File: src/rtl/layer_serializer.sv
// Transmit side of the layer word stream: takes one INPUT_SIZE-word vector in parallel
// and emits it one signed word per valid/ready handshake, back-to-back without bubbles.
module layer_serializer #(
  parameter int unsigned INPUT_SIZE = 10,
  parameter int unsigned WORD_SIZE  = 16
) (
  input  logic                             clk_i,
  input  logic                             reset_n_i,
  input  logic                             valid_i,
  output logic                             ready_o,
  input  logic [INPUT_SIZE*WORD_SIZE-1:0]  data_i,
  output logic                             valid_o,
  input  logic                             ready_i,
  output logic [WORD_SIZE-1:0]             data_r_o,
  output logic                             last_o
);

  localparam int unsigned VEC_W = INPUT_SIZE * WORD_SIZE;
  localparam int unsigned CNT_W = (INPUT_SIZE > 2) ? $clog2(INPUT_SIZE) : 1;
  localparam logic [CNT_W-1:0] LAST_IDX = CNT_W'(INPUT_SIZE - 1);

  typedef enum logic {
    EMPTY = 1'b0,
    SEND  = 1'b1
  } state_t;

  state_t             state_q, state_d;
  logic [CNT_W-1:0]   cnt_q, cnt_d;
  logic [VEC_W-1:0]   buf_q, buf_d;
  logic               last_q, last_d;
  logic               accept;
  logic               xfer;

  // The only combinational input-to-output path: a last-word transfer frees the buffer.
  assign ready_o  = reset_n_i && ((state_q == EMPTY) || (last_q && ready_i));
  assign valid_o  = (state_q == SEND);
  assign last_o   = last_q;
  // The buffer shifts down on each transfer, so the current word always sits at the bottom.
  assign data_r_o = buf_q[WORD_SIZE-1:0];

  assign accept = valid_i && ready_o;
  assign xfer   = (state_q == SEND) && ready_i;

  always_comb begin
    state_d = state_q;
    cnt_d   = cnt_q;
    buf_d   = buf_q;
    last_d  = last_q;
    if (accept) begin
      // Covers both an idle load and the reload on the final word's transfer.
      state_d = SEND;
      cnt_d   = '0;
      buf_d   = data_i;
      last_d  = 1'b0;
    end else if (xfer) begin
      if (last_q) begin
        state_d = EMPTY;
        cnt_d   = '0;
        last_d  = 1'b0;
      end else begin
        cnt_d  = cnt_q + CNT_W'(1);
        buf_d  = {{WORD_SIZE{1'b0}}, buf_q[VEC_W-1:WORD_SIZE]};
        last_d = (cnt_d == LAST_IDX);
      end
    end
  end

  always_ff @(posedge clk_i or negedge reset_n_i) begin
    if (!reset_n_i) begin
      state_q <= EMPTY;
      cnt_q   <= '0;
      buf_q   <= '0;
      last_q  <= 1'b0;
    end else begin
      state_q <= state_d;
      cnt_q   <= cnt_d;
      buf_q   <= buf_d;
      last_q  <= last_d;
    end
  end

endmodule
File: config.mk
export PLATFORM = sky130hd
export DESIGN_NAME = layer_serializer
export DESIGN_NICKNAME = d
export VERILOG_FILES = /design/src/rtl/layer_serializer.sv
export SDC_FILE = /design/constraint.sdc
export NUM_CORES = 1
export LEC_CHECK = 0
export ABC_AREA = 1
export CORE_MARGIN = 2
export CORE_UTILIZATION = 52
export CTS_BUF_LIST = sky130_fd_sc_hd__clkbuf_8 sky130_fd_sc_hd__clkbuf_16
export CTS_CLUSTER_SIZE = 24
export DETAILED_ROUTE_END_ITERATION = 10
export HOLD_SLACK_MARGIN = 0.15
export PLACE_DENSITY = 0.78
export SLEW_MARGIN = 20
export SYNTH_ARGS = -nofsm -noshare
export SYNTH_HDL_FRONTEND = slang
export SYNTH_SLANG_ARGS = --single-unit
File: constraint.sdc
create_clock -name clk_i -period 1.6 [get_ports clk_i]
set_input_delay 0.32 -clock clk_i [delete_from_list [all_inputs] [get_ports clk_i]]
set_output_delay 0.32 -clock clk_i [all_outputs]
set_load 0.01 [all_outputs]
## Word level (Yosys, flattened, before mapping)

Index checks and enable logic that the tools add are counted.

- $add $sub $neg: 1
- Multipliers: 0
- Div/mod/pow operators: 0
- Magnitude comparators: 0
- Equality and inequality tests: 2
- Shift operators: 0
- Mux-type cells: 12
- Bitwise operators: 1
- Reductions and logical operators: 9

Operators with widths:

| operator | count |
|---|---|
| $mux W160 | 3 |
| $mux W4 | 3 |
| $mux W1 | 6 |
| $add A4 B1 Y4 const B | 1 |
| $eq A4 B4 Y1 const B | 1 |
| $logic_and A1 B1 Y1 | 4 |
| $reduce_and A2 Y1 | 2 |
| $reduce_bool A2 Y1 | 2 |
| $ne A2 B1 Y1 const B | 1 |
| $logic_or A1 B1 Y1 | 1 |
| $not A1 Y1 | 1 |

- Bits in registers: 166
- Bits in latches: 0
- Memory bits (writable): 0
- Memory bits (read-only): 0
- Input port bits: 164
- Output and inout port bits: 19
- Logic and storage cells: 29
- Memories: 0

## Logic depth before layout (Yosys ltp)

Gate-level depths: netlist (run 1).

- Word-level depth: 6
- Mapped depth: 8
- Mapped depth without buffers: 8

## Least setup slack after synthesis (run 1)

OpenSTA, ideal clock, no wires.

- Path kind: reg-to-reg
- From: register last_q (netlist: last_o)
- To: register buf_q[100]
- Setup time: 117 ps
- Data arrival time: 1,251 ps
- Data required time: 1,483 ps
- Slack: 232 ps
- Stages on the path, launching flop included: 9
- Path buffers: 2
- Clock period less this slack: 1,368 ps
- Cells stage by stage: dfrtp_1 > nand2_1 > nand2_1 > nand3_2 > buf_2 > buf_2 > nand2_1 > nand2_1 > nand2_1

- Longest elaborated chain between the ends: 6
- Elaborated cells between the ends (all ways): 8
- Those cells by class: eq/ne (1); mux (1); reduce/logical (6)

RTL lines:

| element | line | RTL |
|---|---|---|
| from (decl) | 30 | `logic last_q, last_d;` |
| from (signal assigned) | 78 | `last_q <= last_d;` |
| $logic_and A1 B1 Y1 | 35 | `assign ready_o = reset_n_i && ((state_q == EMPTY) \|\| (last_q && ready_i));` |
| $logic_or A1 B1 Y1 | 35 |  |
| $logic_and A1 B1 Y1 | 35 |  |
| $logic_and A1 B1 Y1 | 41 | `assign accept = valid_i && ready_o;` |
| $ne A2 B1 Y1 (no source line) or $reduce_bool A2 Y1 (tied branches) | -- |  |
| $reduce_and A2 Y1 (no source line) | -- |  |
| to (signal assigned) | 77 | `buf_q <= buf_d;` |
| to (decl) | 29 | `logic [VEC_W-1:0] buf_q, buf_d;` |

Several ways; a longest one is shown, not always the timed one.
A chain may end at the register's enable or synchronous reset.

## Worst setup path after layout (run 1)

- From: input ready_i
- To: output ready_o

- Longest elaborated chain between the ends: 3

RTL lines:

| element | line | RTL |
|---|---|---|
| from (decl) | 13 | `input logic ready_i,` |
| $logic_and A1 B1 Y1 | 35 |  |
| $logic_or A1 B1 Y1 | 35 |  |
| $logic_and A1 B1 Y1 | 35 |  |
| to (decl) | 10 | `output logic ready_o,` |

Every way passes these cells.

==> results summary, run 1 <==
The total number of vias came out at 9279. The standard cell core area is 17200 µm². The tightest min-delay check is of the input pin to async pin type.

Summed over all layers, the routed wires come to 26300 µm. The post-synthesis sequential element count is 166. Entering global routing, the biggest net connects 79 pins. The kind of start point of the critical path is an input pin. The post-synth design cell area came out at 9150 µm². The number of antenna diodes in the final layout is 0. The static leakage power is 6.61 nW. The fraction of the yosys area taken by sequential cells is 45.4%. The detailed placer's ending HPWL is 17000 µm.

The CTS tree is built. The category of the worst setup path capture point is an output port. The hold violation total from the final report came out at 0. The final max-slew violation count is 0. The post-synthesis cell count came out at 1274. Of the cells placed in the final design, the portion with a size suffix greater than 1 is 8.21%. In this run the mean area of a mapped cell was 7.18 µm². The overall die width came out at 137 µm.

The deepest clock path buffer count is 2. The wire length per cell after detailed routing is 15.8 µm. Clock-pin slew was measured on the worst setup and hold paths at 60 ps. The required time at the worst-slack endpoint came out at 1280 ps. The maximum clock frequency came out at 0.632 GHz. In this run switching power makes up 38.2% of total power.

The number of buffers added by the clock tree synthesis step came out at 17. The worst setup path is of the input pin to output port kind. The synthesis-to-layout area growth came out at 34.5%.

Before CTS, the worst setup slack after placement is -330 ps. For this run, the post-layout net count is 1591. The number of max-cap violations came out at 0.

The startpoint identified for the worst register-to-register timing path is valid_o$_DFFE_PN0P_. The fraction of power consumed by sequential logic is 36.1%. The shortest clock period the worst path allows after layout is 1580 ps. The all-layer global routing usage is 27.6%.

The H-tree generated during clock tree synthesis spans 4 levels. The first detailed-routing pass took 5 iterations. The worst reg-to-reg path cell count came out at 7. The data arrival time at the worst-slack endpoint came out at 1260 ps. The total I/O pin count is 183.

The largest fanout on the critical path is 2. The number of library cell types mapped by synthesis came out at 16. The run finished with clean final reports. The endpoint of the worst-slack reg-to-reg timing path is buf_q[9]$_DFFE_PN0P_. The worst setup skew after layout is 7.21 ps.

The count of nets left with antenna violations once routing finished came out at 0. The number of DRC violations after detailed-routing iteration 0 is 808. The total of buffers placed on input and output ports is 182. The detail-routed via count per cell is 5.58.

The initial standard-cell utilization of the core is 53.1%. The number of rows created at floorplan is 48. The clock share of power came out at 22.4%. The die covers 18700 µm². The setup slack on the worst flop-to-flop path is 90 ps. The TritonCTS sink count came out at 166. The net switching power figure is 7.45 mW. The maximum vdd ir drop came out at 0.893 mV. The headroom to the max-slew limit came out at 73.2%. The areal power density over the cells is 1580 nW/µm².

The final routed DRC violation total is 0. The initial antenna violation count is 0. The clock latency on the worst-skew pair came out at 440 ps. The total global routing overflow came out at 0. The setup-violating endpoint count in the final report came out at 0.

The number of nets produced by synthesis is 1440. Hold is met by 188 ps. The internal power of the cells totals 12.0 mW.

The via count of the first global-routing pass is 8503. The floorplan die height is 137 µm. The congestion estimate from routability-driven global placement came to 0.851. The combinational group share of total power came out at 41.5%. The actual transition at the worst max-transition pin came out at 402 ps.

The number of warning messages in the yosys log came out at 0. The wire length of the first global-routing pass is 40900 µm. The library cell used as clock root buffer is sky130_fd_sc_hd__clkbuf_16. After layout, the worst setup slack is 18.1 ps. The worst path uses 98.9% of the clock period.
[power by group through the flow]
stage	Clock (mW)	Combinational (mW)	Sequential, mW
5_1_grt	4.57	9.05	7.24
2_1_floorplan	0	5.27	6.78
3_3_place_gp	0	7.71	7.02
6_report	4.36	8.10	7.04
3_5_place_dp	0	7.92	7.09
4_1_cts	4.37	7.90	7.02
[cell usage after synthesis]
| library cell | instances | share of area, % |
|---|---|---|
| sky130_fd_sc_hd__buf_4 | 20 | 1.6 |
| sky130_fd_sc_hd__nand3_1 | 220 | 12 |
| sky130_fd_sc_hd__nand2_1 | 490 | 20 |
| sky130_fd_sc_hd__buf_1 | 13 | 0.53 |
| sky130_fd_sc_hd__nand4_1 | 145 | 9.9 |
| sky130_fd_sc_hd__inv_2 | 1 | 0.041 |
| sky130_fd_sc_hd__o21ai_0 | 3 | 0.16 |
| sky130_fd_sc_hd__clkbuf_1 | 33 | 1.4 |
| sky130_fd_sc_hd__nor2_1 | 1 | 0.041 |
| sky130_fd_sc_hd__ha_1 | 2 | 0.27 |
| sky130_fd_sc_hd__buf_2 | 63 | 3.4 |
| sky130_fd_sc_hd__inv_1 | 114 | 4.7 |
| sky130_fd_sc_hd__a21boi_2 | 1 | 0.12 |
| sky130_fd_sc_hd__nand3_2 | 1 | 0.11 |
| sky130_fd_sc_hd__nor2_4 | 1 | 0.12 |
| sky130_fd_sc_hd__dfrtp_1 | 166 | 45 |
[kinds of logic after synthesis]
kind of cell	count (synthesis)	synth area share [%]
buf+inv	244	11.7
compound gates	4	0.287
flops	166	45.4
simple gates	858	42.3
fa+ha+maj	2	0.274
[cell type report]
| class | count | area, µm² |
|---|---|---|
| sequential | 166 | 4150 |
| multi-input combinational | 864 | 3940 |
| tap | 225 | 282 |
| clock buffer | 21 | 480 |
| timing repair buffer | 261 | 2870 |
| inverter | 115 | 434 |
| clock inverter | 11 | 148 |
| fill | 1399 | 4930 |
[routing by layer]
metal | wire [µm] | vias up | global-route usage, %
met5 | 0 | - | 0
met4 | 641 | 0 | 11.1
met3 | 1670 | 54 | 3.56
met2 | 13000 | 390 | 45.7
met1 | 11000 | 4392 | 36.8
li1 | - | 4443 | -
[flip-flops by register name (all words and copies together), names as in the netlist]
| register | count |
|---|---|
| cnt_q | 4 |
| buf_q | 160 |
| valid_o | 1 |
| last_o | 1 |
[what timing repair did]
item | in CTS | in global routing
gates cloned | 0 | 6
buffers inserted | 1 | 6
hold buffers | 1 | 1
pin swaps | 0 | 3
endpoints found under the setup margin | 19 | 123
gates resized for setup | 22 | 8
endpoints found under the hold margin | 138 | 2
[critical path: stages]
cell and delay, ps:
sky130_fd_sc_hd__clkdlybuf4s50_1 510, sky130_fd_sc_hd__nand2_2 80, sky130_fd_sc_hd__a21boi_2 190, sky130_fd_sc_hd__buf_2 160
[stage by stage]
| stage | power (mW) | util (%) | instance area (µm²) | instances | TNS [ps] |
|---|---|---|---|---|---|
| global placement | 14.7 | 66.4 | 11400 | 1616 | -38840 |
| floorplan | 12.1 | - | 9150 | 1274 | 0 |
| detailed placement | 15.0 | 66.4 | 11400 | 1616 | -41920 |
| CTS | 19.3 | 70.0 | 12100 | 1650 | -283 |
| finish | 19.5 | 71.4 | 12300 | 1663 | 0 |
| global route | 20.9 | 71.4 | 12300 | 1663 | -19.2 |
[worst max-delay path by stage]
stage                                  start                      to  slack, ps
after floorplan           last_o$_DFFE_PN0P_  buf_q[100]$_DFFE_PN0P_        230
after global placement               ready_i                 ready_o       -330
after detailed placement             ready_i                 ready_o       -330
after CTS                 last_o$_DFFE_PN0P_                 ready_o        -80
after global routing                 ready_i                 ready_o        -20
final                                ready_i                 ready_o         20
[cell usage in the layout, fill, tap and decap left out]
cell / count
sky130_fd_sc_hd__dlygate4sd3_1: 1
sky130_fd_sc_hd__dlymetal6s4s_1: 1
sky130_fd_sc_hd__nand2_4: 1
sky130_fd_sc_hd__buf_4: 42
sky130_fd_sc_hd__clkinv_2: 2
sky130_fd_sc_hd__clkdlybuf4s50_1: 161
sky130_fd_sc_hd__inv_4: 1
sky130_fd_sc_hd__inv_1: 114
sky130_fd_sc_hd__ha_1: 2
sky130_fd_sc_hd__buf_12: 25
sky130_fd_sc_hd__buf_16: 2
sky130_fd_sc_hd__nand3_4: 1
sky130_fd_sc_hd__bufinv_16: 3
sky130_fd_sc_hd__nand2_1: 488
sky130_fd_sc_hd__clkbuf_8: 4
sky130_fd_sc_hd__dlygate4sd2_1: 17
sky130_fd_sc_hd__nor2_4: 1
sky130_fd_sc_hd__buf_6: 3
sky130_fd_sc_hd__clkdlybuf4s15_1: 1
sky130_fd_sc_hd__a21boi_2: 1
sky130_fd_sc_hd__nand4_1: 145
sky130_fd_sc_hd__clkinv_4: 2
sky130_fd_sc_hd__clkinvlp_4: 4
sky130_fd_sc_hd__nand3_1: 220
sky130_fd_sc_hd__nand2_2: 1
sky130_fd_sc_hd__buf_2: 1
sky130_fd_sc_hd__dfrtp_1: 166
sky130_fd_sc_hd__nor2_1: 1
sky130_fd_sc_hd__buf_8: 1
sky130_fd_sc_hd__clkbuf_16: 23
sky130_fd_sc_hd__o21ai_0: 3
(Power assumes the default switching activity.)
==> inputs of run 2 (changes only) <==
--- a/config.mk
+++ b/config.mk
@@ -7,12 +7,12 @@
 export LEC_CHECK = 0
 export ABC_AREA = 1
 export CORE_MARGIN = 2
-export CORE_UTILIZATION = 52
+export CORE_UTILIZATION = 40
 export CTS_BUF_LIST = sky130_fd_sc_hd__clkbuf_8 sky130_fd_sc_hd__clkbuf_16
 export CTS_CLUSTER_SIZE = 24
 export DETAILED_ROUTE_END_ITERATION = 10
 export HOLD_SLACK_MARGIN = 0.15
-export PLACE_DENSITY = 0.78
+export PLACE_DENSITY = 0.63
 export SLEW_MARGIN = 20
 export SYNTH_ARGS = -nofsm -noshare
 export SYNTH_HDL_FRONTEND = slang
==> run 2 against run 1 <==
  * The flow now finishes with violations (hold timing)
  * Combinational power decreased by 3.1%
  * Clock-buffer cell count decreased by 4
  * First-iteration DRC count decreased by 31%
  * Via count decreased by 3.9%
  * Sequential power about the same
  * Non-clock buffer count decreased by 10
  * Highest routed layer unchanged
  * Clock power decreased by 2%
  * Final cell count increased by 3.0%
==> results summary, run 2 (synthesis results as in run 1) <==
The detailed-routing iteration count for the pre-antenna-repair pass is 7 (+2). TritonCTS built the clock tree. The setup-violating endpoint count in the final report came out at 0 (unchanged). The number of max-cap violations came out at 0 (unchanged). The maximum clock frequency came out at 0.652 GHz (+3.2%). The total number of vias is 8913 (-3.9%).

The final max-slew violation count is 0 (unchanged). The final weighted congestion of routability-driven global placement is 0.813 (-4.4%). The worst setup path is launched from a register. The clock latency on the worst-skew pair came out at 430 ps (about the same). The checks that failed: hold timing. The data arrival time at the worst-slack endpoint came out at 1210 ps (-50 ps). The worst hold slack is -89.3 ps (-277 ps). The largest individual stage delay along the critical path comes from the cell sky130_fd_sc_hd__dfrtp_1. The deepest level of the CTS H-tree came to 4 (unchanged). The standard cell core area came out at 22600 µm² (+31%).

The signal on the critical path passes through buf_4, clkdlybuf4s15_1. The number of DRC violations after detailed-routing iteration 0 came to 558 (-31%). The count of buffer and inverter cells on the critical path is 2 (unchanged). The static leakage power is 6.51 nW (-1.5%). The final period utilization came out at 95.8% (-3.1 points).

The clock-pin slew on the worst setup and hold paths came out at 70 ps (about the same). The area enclosed by the die boundary is 24100 µm² (+29%). The largest net degree at the start of global routing came to 89 (+13%). The floorplan die height came to 155 µm (+14%). The wire length per cell after detailed routing came out at 15.4 µm (-2.7%). The areal power density over the cells is 1580 nW/µm² (-0.53%).

The TritonCTS sink count came out at 166 (unchanged). The library cell used most frequently in the layout, excluding fill and tap cells, is sky130_fd_sc_hd__nand2_1. The initial standard-cell utilization of the core came out at 40.5% (-13 points). The layout cell share with drive strength beyond 1 came out at 7.49% (-0.71 points). The wire length of the first global-routing pass came out at 42600 µm (+4.1%).

The fill cell total of the finished layout came out at 2191 (+57%). The category of the worst setup path capture point is an output port. The path category of the worst min-delay check is input pin to async pin. The hold violation total from the final report is 46 (+46). The total of buffers placed on input and output ports came to 182 (unchanged). The headroom to the max-slew limit came out at 57.2% (-16 points). The critical path is of the register to output port type. Setup repair after global routing left no endpoint under its margin. The number of rows created at floorplan came to 55 (+15%). The category of cells accounting for the largest share of critical-path delay is flip-flops. The largest fanout on the critical path came out at 3 (+1). The aggregate routed wire length came out at 26400 µm (+0.27%). The total power was 19.2 mW (-1.6%). The via count of the first global-routing pass came out at 8498 (-0.059%). The overall die width is 155 µm (+14%). The library cell used as clock root buffer is sky130_fd_sc_hd__clkbuf_16. The detailed placer's ending HPWL came out at 17600 µm (+3.6%). The deepest clock path buffer count is 2 (unchanged). The initial antenna violation count is 0 (unchanged). The required time at the worst-slack endpoint is 1280 ps (about the same).

In the layout the commonest cells are 489 x sky130_fd_sc_hd__nand2_1, 220 x sky130_fd_sc_hd__nand3_1, 165 x sky130_fd_sc_hd__dfrtp_1. The total global routing overflow came to 0 (unchanged). The register with the most flip-flops in the final layout is buf_q. In the final layout, the registers with the most flip-flops are buf_q (160), cnt_q (4). The final cell utilization of the core came to 53.9% (-17 points).

The detail-routed via count per cell is 5.20 (-6.7%). The synthesis-to-layout area growth came out at 33.1%. The net count of the finished layout was 1581 (-0.63%). The run finished, with violations left. The maximum vdd ir drop came out at 0.852 mV (-4.6%). The number of antenna cells inserted is 0 (unchanged). The actual transition at the worst max-transition pin came out at 641 ps (+239 ps). The area of the multi-input gates is 3940 µm² (about the same). The maximum single-stage delay on the critical path came to 390 ps (-120 ps).

The register cell area after layout came out at 4160 µm² (about the same). The shortest clock period the worst path allows after layout came out at 1530 ps (-48.9 ps). The all-layer global routing usage came out at 21.8% (-5.8 points). The post-cts hold buffer count is 2 (+1). The worst setup skew after layout is 7.90 ps (+0.695 ps).

The final routed DRC violation total came out at 0 (unchanged). The number of nets with antenna violations after routing came to 0 (unchanged). The number of buffers added by the clock tree synthesis step came to 17 (unchanged). The number of flip-flops under the largest register name came to 160 (unchanged). The total I/O pin count is 183 (unchanged).
## run 2: cell count changes in the layout (fill, tap and decap cells not counted), sizes merged
cell | before | now
clkbuf | 27 | 19
clkinv | 4 | 3
buf | 74 | 68
inv | 115 | 120
## run 2: repair_timing
item	4_1_cts	5_1_grt
hold endpoints to repair	154	73
gates resized for setup	23	5
cloned	0	2
setup endpoints to repair	19	52
setup buffers	0	1
pin swaps	0	1
## run 2: path summary, 6_finish.rpt
path                                              from                endpoint  depth (start not counted)  slack, ps
worst max-delay path                last_o$_DFFE_PN0P_                  last_o                          2         70
worst min-delay path                         reset_n_i    buf_q[1]$_DFFE_PN0P_                          2        -90
worst max register to register      last_o$_DFFE_PN0P_   buf_q[57]$_DFFE_PN0P_                          7        100
worst min register to register  buf_q[134]$_DFFE_PN0P_  buf_q[118]$_DFFE_PN0P_                          2        490
max in group asynchronous                    reset_n_i   buf_q[70]$_DFFE_PN0P_                          3        680
min in group clk_i                           reset_n_i   buf_q[39]$_DFFE_PN0P_                          4        360
## run 2: metal layers
metal | track usage [%] | wire, µm | up-vias
met3 | 3.48 | 1230 | 28
met5 | 0 | 0 | -
met2 | 35.6 | 12900 | 255
met4 | 5.64 | 356 | 0
li1 | - | - | 4413
met1 | 30.3 | 11900 | 4217
## run 2: metrics by stage
step,instances,setup slack (ps),setup TNS (ps),instance area [µm²],hold slack [ps]
final,1713,66.9,0,12200,-89.3
after global routing,1713,11.0,0,12200,-74.8
after CTS,1710,-48.9,-141,12100,-71.8
after detailed placement,1676,-308,-40220,11500,325
after global placement,1676,-334,-42220,11500,320
after floorplan,1274,232,0,9150,24.4
## run 2: layout make-up
type	count	share of cell area [%]
clock inverters	15	1.46
inverters	115	3.57
flip-flops and latches	166	34.1
repair buffers	251	22.1
well taps	285	2.93
multi-input cells	864	32.4
clock buffers	17	3.49
## run 2: report_power, final
part / switching (mW) / internal, mW / leakage, nW
clock: 1.82 / 2.47 / 0.288
combinational: 4.55 / 3.30 / 4.09
sequential: 1.04 / 6.01 / 2.13
total: 7.41 / 11.8 / 6.51
